<file path="src/rtl/uart_pkg.sv">
// uart_pkg: shared FSM encoding, sampling constants and baud divider helper for the UART blocks
package uart_pkg;

    typedef enum logic [2:0] {IDLE, START, DATA, PARITY, STOP} state_e;

    localparam logic [3:0] SAMPLE_LO   = 4'd7;
    localparam logic [3:0] SAMPLE_MID  = 4'd8;
    localparam logic [3:0] SAMPLE_HI   = 4'd9;
    localparam logic [3:0] SAMPLE_LAST = 4'd15;
    localparam int         DATA_BITS   = 8;

    function automatic int uart_div(input int clk_hz, input int baud, input int ovs);
        return clk_hz / (baud * ovs);
    endfunction

endpackage

</file>
<file path="src/rtl/uart_baud_tick.sv">
// uart_baud_tick: free-running divider producing a one-clk oversample tick every DIV clocks
module uart_baud_tick #(
    parameter int DIV = 325
) (
    input  logic clk,
    input  logic reset,
    output logic tick
);

    localparam int CW = DIV > 1 ? $clog2(DIV) : 1;

    logic [CW-1:0] cnt_q, cnt_d;

    assign tick  = cnt_q == CW'(DIV - 1);
    assign cnt_d = tick ? '0 : cnt_q + 1'b1;

    // wrap the divider at DIV-1
    always_ff @(posedge clk or posedge reset) begin
        if (reset) cnt_q <= '0;
        else       cnt_q <= cnt_d;
    end

endmodule

</file>
<file path="src/rtl/uart_rx_oversample.sv">
// uart_rx_oversample: 8N1 UART receiver, 16x oversampled with mid-bit majority vote; even parity via UART_RX_PARITY_EN
module uart_rx_oversample
    import uart_pkg::*;
#(
    parameter int CLK_HZ = 50_000_000,
    parameter int BAUD   = 9600,
    parameter int OVS    = 16
) (
    input  logic       clk,
    input  logic       reset,
    input  logic       uart_rx,
    input  logic       rx_ack,
    output logic [7:0] rx_data,
    output logic       rx_valid,
    output logic       rx_full,
    output logic       overrun,
    output logic       frame_err,
    output logic       parity_err,
    output logic       rx_busy
);

    localparam int         DIV      = uart_div(CLK_HZ, BAUD, OVS);
    localparam logic [2:0] LAST_BIT = 3'(DATA_BITS - 1);
`ifdef UART_RX_PARITY_EN
    localparam state_e     AFTER_DATA = PARITY;
`else
    localparam state_e     AFTER_DATA = STOP;
`endif

    logic       tick;
    logic       sync1_q, sync2_q;
    state_e     state_q;
    logic [3:0] cnt_q;
    logic [2:0] bit_q;
    logic [1:0] smp_q;
    logic [7:0] shift_q;
    logic       arm_q;
    logic [7:0] rx_data_q;
    logic       rx_valid_q, rx_full_q, overrun_q, frame_err_q;
    logic       line, vote, at_hi, at_last, par_ok;

    uart_baud_tick #(.DIV(DIV)) u_tick (
        .clk   (clk),
        .reset (reset),
        .tick  (tick)
    );

    assign line    = sync2_q;
    assign vote    = (smp_q[0] & smp_q[1]) | (line & (smp_q[0] | smp_q[1]));
    assign at_hi   = cnt_q == SAMPLE_HI;
    assign at_last = cnt_q == SAMPLE_LAST;

`ifdef UART_RX_PARITY_EN
    logic par_q, parity_err_q;
    assign par_ok     = ~^{shift_q, par_q};
    assign parity_err = parity_err_q;

    // parity bit capture and sticky parity error
    always_ff @(posedge clk or posedge reset) begin
        if (reset) begin
            par_q        <= 1'b0;
            parity_err_q <= 1'b0;
        end else begin
            if (rx_ack) parity_err_q <= 1'b0;
            if (tick && state_q == PARITY && at_hi) par_q <= vote;
            if (tick && state_q == STOP && at_hi && !par_ok) parity_err_q <= 1'b1;
        end
    end
`else
    assign par_ok     = 1'b1;
    assign parity_err = 1'b0;
`endif

    // two-flop synchroniser on the asynchronous serial line
    always_ff @(posedge clk or posedge reset) begin
        if (reset) begin
            sync1_q <= 1'b1;
            sync2_q <= 1'b1;
        end else begin
            sync1_q <= uart_rx;
            sync2_q <= sync1_q;
        end
    end

    // frame FSM and status flags; flag sets come after the ack clear so a coincident set wins
    always_ff @(posedge clk or posedge reset) begin
        if (reset) begin
            state_q     <= IDLE;
            cnt_q       <= '0;
            bit_q       <= '0;
            smp_q       <= '0;
            shift_q     <= '0;
            arm_q       <= 1'b1;
            rx_data_q   <= '0;
            rx_valid_q  <= 1'b0;
            rx_full_q   <= 1'b0;
            overrun_q   <= 1'b0;
            frame_err_q <= 1'b0;
        end else begin
            rx_valid_q <= 1'b0;
            if (rx_ack) begin
                rx_full_q   <= 1'b0;
                overrun_q   <= 1'b0;
                frame_err_q <= 1'b0;
            end
            if (tick) begin
                if (state_q == IDLE) begin
                    cnt_q <= '0;
                    if (line) arm_q <= 1'b1;
                    else if (arm_q) state_q <= START;
                end else begin
                    cnt_q <= cnt_q + 1'b1;
                    if (cnt_q == SAMPLE_LO)  smp_q[0] <= line;
                    if (cnt_q == SAMPLE_MID) smp_q[1] <= line;
                    case (state_q)
                        START: begin
                            if (at_hi && vote) state_q <= IDLE;
                            else if (at_last) begin
                                state_q <= DATA;
                                bit_q   <= '0;
                            end
                        end
                        DATA: begin
                            if (at_hi) shift_q <= {vote, shift_q[7:1]};
                            if (at_last) begin
                                bit_q <= bit_q + 1'b1;
                                if (bit_q == LAST_BIT) state_q <= AFTER_DATA;
                            end
                        end
                        STOP: begin
                            if (at_hi) begin
                                state_q <= IDLE;
                                if (!vote) begin
                                    frame_err_q <= 1'b1;
                                    arm_q       <= 1'b0;
                                end else if (par_ok) begin
                                    rx_data_q  <= shift_q;
                                    rx_valid_q <= 1'b1;
                                    rx_full_q  <= 1'b1;
                                    if (rx_full_q && !rx_ack) overrun_q <= 1'b1;
                                end
                            end
                        end
`ifdef UART_RX_PARITY_EN
                        PARITY: if (at_last) state_q <= STOP;
`endif
                        default: state_q <= IDLE;
                    endcase
                end
            end
        end
    end

    assign rx_data   = rx_data_q;
    assign rx_valid  = rx_valid_q;
    assign rx_full   = rx_full_q;
    assign overrun   = overrun_q;
    assign frame_err = frame_err_q;
    assign rx_busy   = state_q != IDLE;

endmodule

</file>
<file path="config.mk">
export PLATFORM = sky130hd
export DESIGN_NAME = uart_rx_oversample
export DESIGN_NICKNAME = d
export VERILOG_FILES = /design/src/rtl/uart_pkg.sv /design/src/rtl/uart_baud_tick.sv /design/src/rtl/uart_rx_oversample.sv
export SDC_FILE = /design/constraint.sdc
export NUM_CORES = 1
export LEC_CHECK = 0
export BUFFER_PORTS_ARGS = -buffer_cell sky130_fd_sc_hd__buf_2
export CORE_UTILIZATION = 30
export DETAILED_ROUTE_END_ITERATION = 8
export REMOVE_ABC_BUFFERS = 1
export SETUP_SLACK_MARGIN = 0.1
export SYNTH_ARGS = -nofsm -noshare
export SYNTH_HDL_FRONTEND = slang
export SYNTH_HIERARCHICAL = 1
export SYNTH_SLANG_ARGS = --single-unit
</file>
<file path="constraint.sdc">
create_clock -name clk -period 5.2 [get_ports clk]
set_clock_uncertainty 0.15 [all_clocks]
set_input_delay 1.04 -clock clk [delete_from_list [all_inputs] [get_ports clk]]
set_output_delay 1.04 -clock clk [all_outputs]
set_load 0.005 [all_outputs]
</file>
==> results.py <==
metrics = {
    "outcome": {
        "run_status": "finished clean",
    },
    "yosys": {
        "yosys_warnings": 6,
        "synthTopCellsByArea": "dfrtp_1 49%, nand2_1 6.0%, ha_1 4.2%, dfstp_2 3.8%, mux2_2 3.8%",
        "netlist.top_cell.by_area": "dfrtp_1",
        "fraction_of_registers_with_async_set_reset_pct": 100,
        "synth_flop_cell": "dfrtp_1",
        "yosysSeqAreaShare_pct": 53.2,
        "yosysUniqueCellTypes": 43,
        "synth-seq-cells": 44,
        "synth-edff-count": 0,
        "syn_avg_cell_area_um2": 11.1,
        "synthTopCellsByCount": "41 x dfrtp_1, 33 x nand2_1, 12 x inv_1, 12 x o21ai_0",
        "synth_cells": 187,
        "netlist.area_leader.share_pct": 49.4,
        "post-synth-top-count-cell": "dfrtp_1",
        "mappedNetlistArea_mm2": 0.00208,
    },
    "placement": {
        "hpwl_mm": 2.31,
        "gp_congestion": 0.758,
        "numPortBuffers": 16,
    },
    "critical_path": {
        "crit_path_end_kind": "output pin",
        "critical_path.max_fanout": 10,
        "arrival_time_of_data_at_the_critical_path_endpoint_ns": 1.32,
        "worst-setup-path-type": "reg -> out",
        "crit_path_top_delay_cell": "dfrtp_1",
        "startpoint_type": "register",
        "peak_per_stage_delay_on_the_critical_path_ns": 0.54,
        "timing.critical_path.cells": "nor3_4, inv_2, buf_2",
        "critPathRequiredTime_ns": 4.01,
    },
    "floorplan": {
        "die_height_um": 85.2,
        "number_of_rows_created_at_floorplan": 29,
        "ioPinCount": 18,
        "die-area_mm2": 0.00726,
        "initial_core_utilization_pct": 31.8,
        "fp.dieW_um": 85.2,
        "fp.coreArea_mm2": 0.00653,
    },
    "layout": {
        "num-fill-cells": 665,
        "fin_util_pct": 35.1,
        "insertedDiodeCount": 0,
        "area_growth_pct": 10.4,
        "drive_above_1_share_pct": 23.7,
        "design.final.nets": 217,
    },
    "global_routing": {
        "grt_overflow": 0,
        "track_usage_pct": 10.9,
        "number_of_global_route_vias_before_repair": 1385,
        "grt_max_degree": 36,
        "antenna_found_initial": 0,
        "grt_pass1_wl_mm": 6.30,
    },
    "timing": {
        "period_share_pct": 48.3,
        "achievable-frequency_mhz": 398,
        "timing.final.crit_period_ns": 2.51,
        "final.setup.tns_ns": 0,
        "maxSlewHeadroom_pct": 62.7,
        "tightest_slew_ns": 0.558,
        "fin_hold_ws_ns": 0.210,
        "timing_hold_violations_final": 0,
        "timing.final.setup_violations": 0,
        "rsz_0062_raised_after_global_routing": "no",
        "final_max_slew_violation_count": 0,
    },
    "routing": {
        "post_drt_via_cell_ratio": 4.67,
        "dr.first_iter.drc_count": 73,
        "wl_per_cell_um": 11.7,
        "initial_drt_pass_iterations": 4,
        "num_vias": 1326,
        "drc": 0,
        "totalWireLength_mm": 3.33,
        "route.antenna.remaining_nets": 0,
    },
    "clock_network": {
        "level_count_of_the_clock_h_tree": 2,
        "cts_post_setup_buffers_inserted": 0,
        "numCtsBuffers": 5,
        "clkLatencyLatePin_ns": 0.29,
        "numClockSinks": 44,
        "clk_path_buf_depth": 2,
        "tritoncts": "done",
        "reg_clk_slew_reported_paths_ns": 0.08,
        "postCtsResizedCells": 0,
        "cts_root_buf": "clkbuf_8",
        "postCtsHoldBufs": 0,
    },
    "power_and_ir_drop": {
        "ratio_of_total_power_to_cell_area_mw_per_mm2": 243,
        "leakagePower_nw": 1.15,
        "netSwitchingPower_mw": 0.120,
        "p_total_mw": 0.558,
        "internal_dissipation_mw": 0.439,
        "part_of_the_total_power_dissipated_in_sequential_elements_pct": 61.6,
        "vdd_drop_max_v": 0.0000896,
        "p_clk_share_pct": 36.8,
        "share_comb_of_total_power_pct": 1.6,
        "switching_share_pct": 21.4,
    },
    "job": {
        "max-cap-violations": 0,
    },
    "hold_path": {
        "min-delay-path-class": "reg -> reg",
    },
}
kinds of logic (layout without fill, tap and decap cells):
kind of cell	count (synthesis)	count (layout)	share of synthesized area [%]
simple gates	75	75	20.2
flops	44	44	53.2
compound gates	20	20	6.08
buf+inv	20	40	5.54
mux	13	13	7.59
fa+ha+maj	8	8	4.70
xor+xnor	6	6	2.53
other cells	1	1	0.180
power groups by stage:
stage | combinational [mW] | sequential, mW | clock (mW)
after floorplan | 0.00527 | 0.351 | 0
after global placement | 0.00957 | 0.351 | 0
after detailed placement | 0.00953 | 0.351 | 0
after CTS | 0.00967 | 0.344 | 0.216
after global routing | 0.0109 | 0.344 | 0.229
final | 0.00886 | 0.344 | 0.205
worst max-delay path, delay by kind of cell, from the launching register on:
kind          cells  cell delay (ns)
simple gates      1             0.29
buf+inv           2             0.20
flops             1             0.54
final cells by class:
cell class | count | area (µm²) | share of cell area, %
Sequential cell | 44 | 1100 | 48.1
Multi-Input combinational cell | 123 | 858 | 37.4
Clock buffer | 6 | 72.6 | 3.16
Clock inverter | 2 | 12.5 | 0.545
Timing Repair Buffer | 18 | 95.1 | 4.14
Tap cell | 77 | 96.3 | 4.20
Inverter | 14 | 55.1 | 2.40
flip-flops by register name, indices dropped and copies added, names as in the netlist:
signal	count
u_tick/cnt_q	9
rx_data	8
shift_q	8
cnt_q	4
bit_q	3
state_q	3
smp_q	2
arm_q	1
frame_err	1
line	1
overrun	1
rx_full	1
rx_valid	1
sync1_q	1
metrics by stage:
step	std cells	cell area (µm²)	setup slack, ns
after global routing	284	2290	2.48
after detailed placement	276	2210	2.71
final	284	2290	2.69
after global placement	276	2210	2.79
after CTS	284	2290	2.66
after floorplan	181	2020	2.79
per-layer routing:
metal | vias to the layer above | track usage, % | wire length [µm]
met5 | - | 0 | 0
met4 | 0 | 3.70 | 42
met3 | 5 | 2.92 | 131
met2 | 24 | 17.1 | 1440
met1 | 632 | 14.7 | 1720
li1 | 665 | - | -
worst paths after layout:
kind,cells after the start,slack [ns],endpoint,from
max,3,2.69,rx_busy,state_q[0]
min,0,0.21,line,sync1_q
max reg2reg,7,2.72,shift_q[4],u_tick/cnt_q[0]
min reg2reg,0,0.21,line,sync1_q
max in group asynchronous,3,3.85,line,reset
min in group asynchronous,2,0.56,u_tick/cnt_q[3],reset
placed cells by master (no fill, tap or decap), types with 2 or more instances in the layout:
cell type,instances
buf_4,2
clkbuf_8,5
inv_1,12
and3_2,2
mux2_2,7
xor2_1,4
buf_2,16
nand4bb_1,2
mux2_4,3
and3_1,3
dfstp_2,3
nor2_1,10
nand2_1,33
o21ai_0,12
ha_1,7
mux2_1,3
or3_1,2
a21oi_1,3
dfrtp_1,41
xnor2_1,2
nand3_1,10
Note: power is estimated with default switching activity, not from simulation.
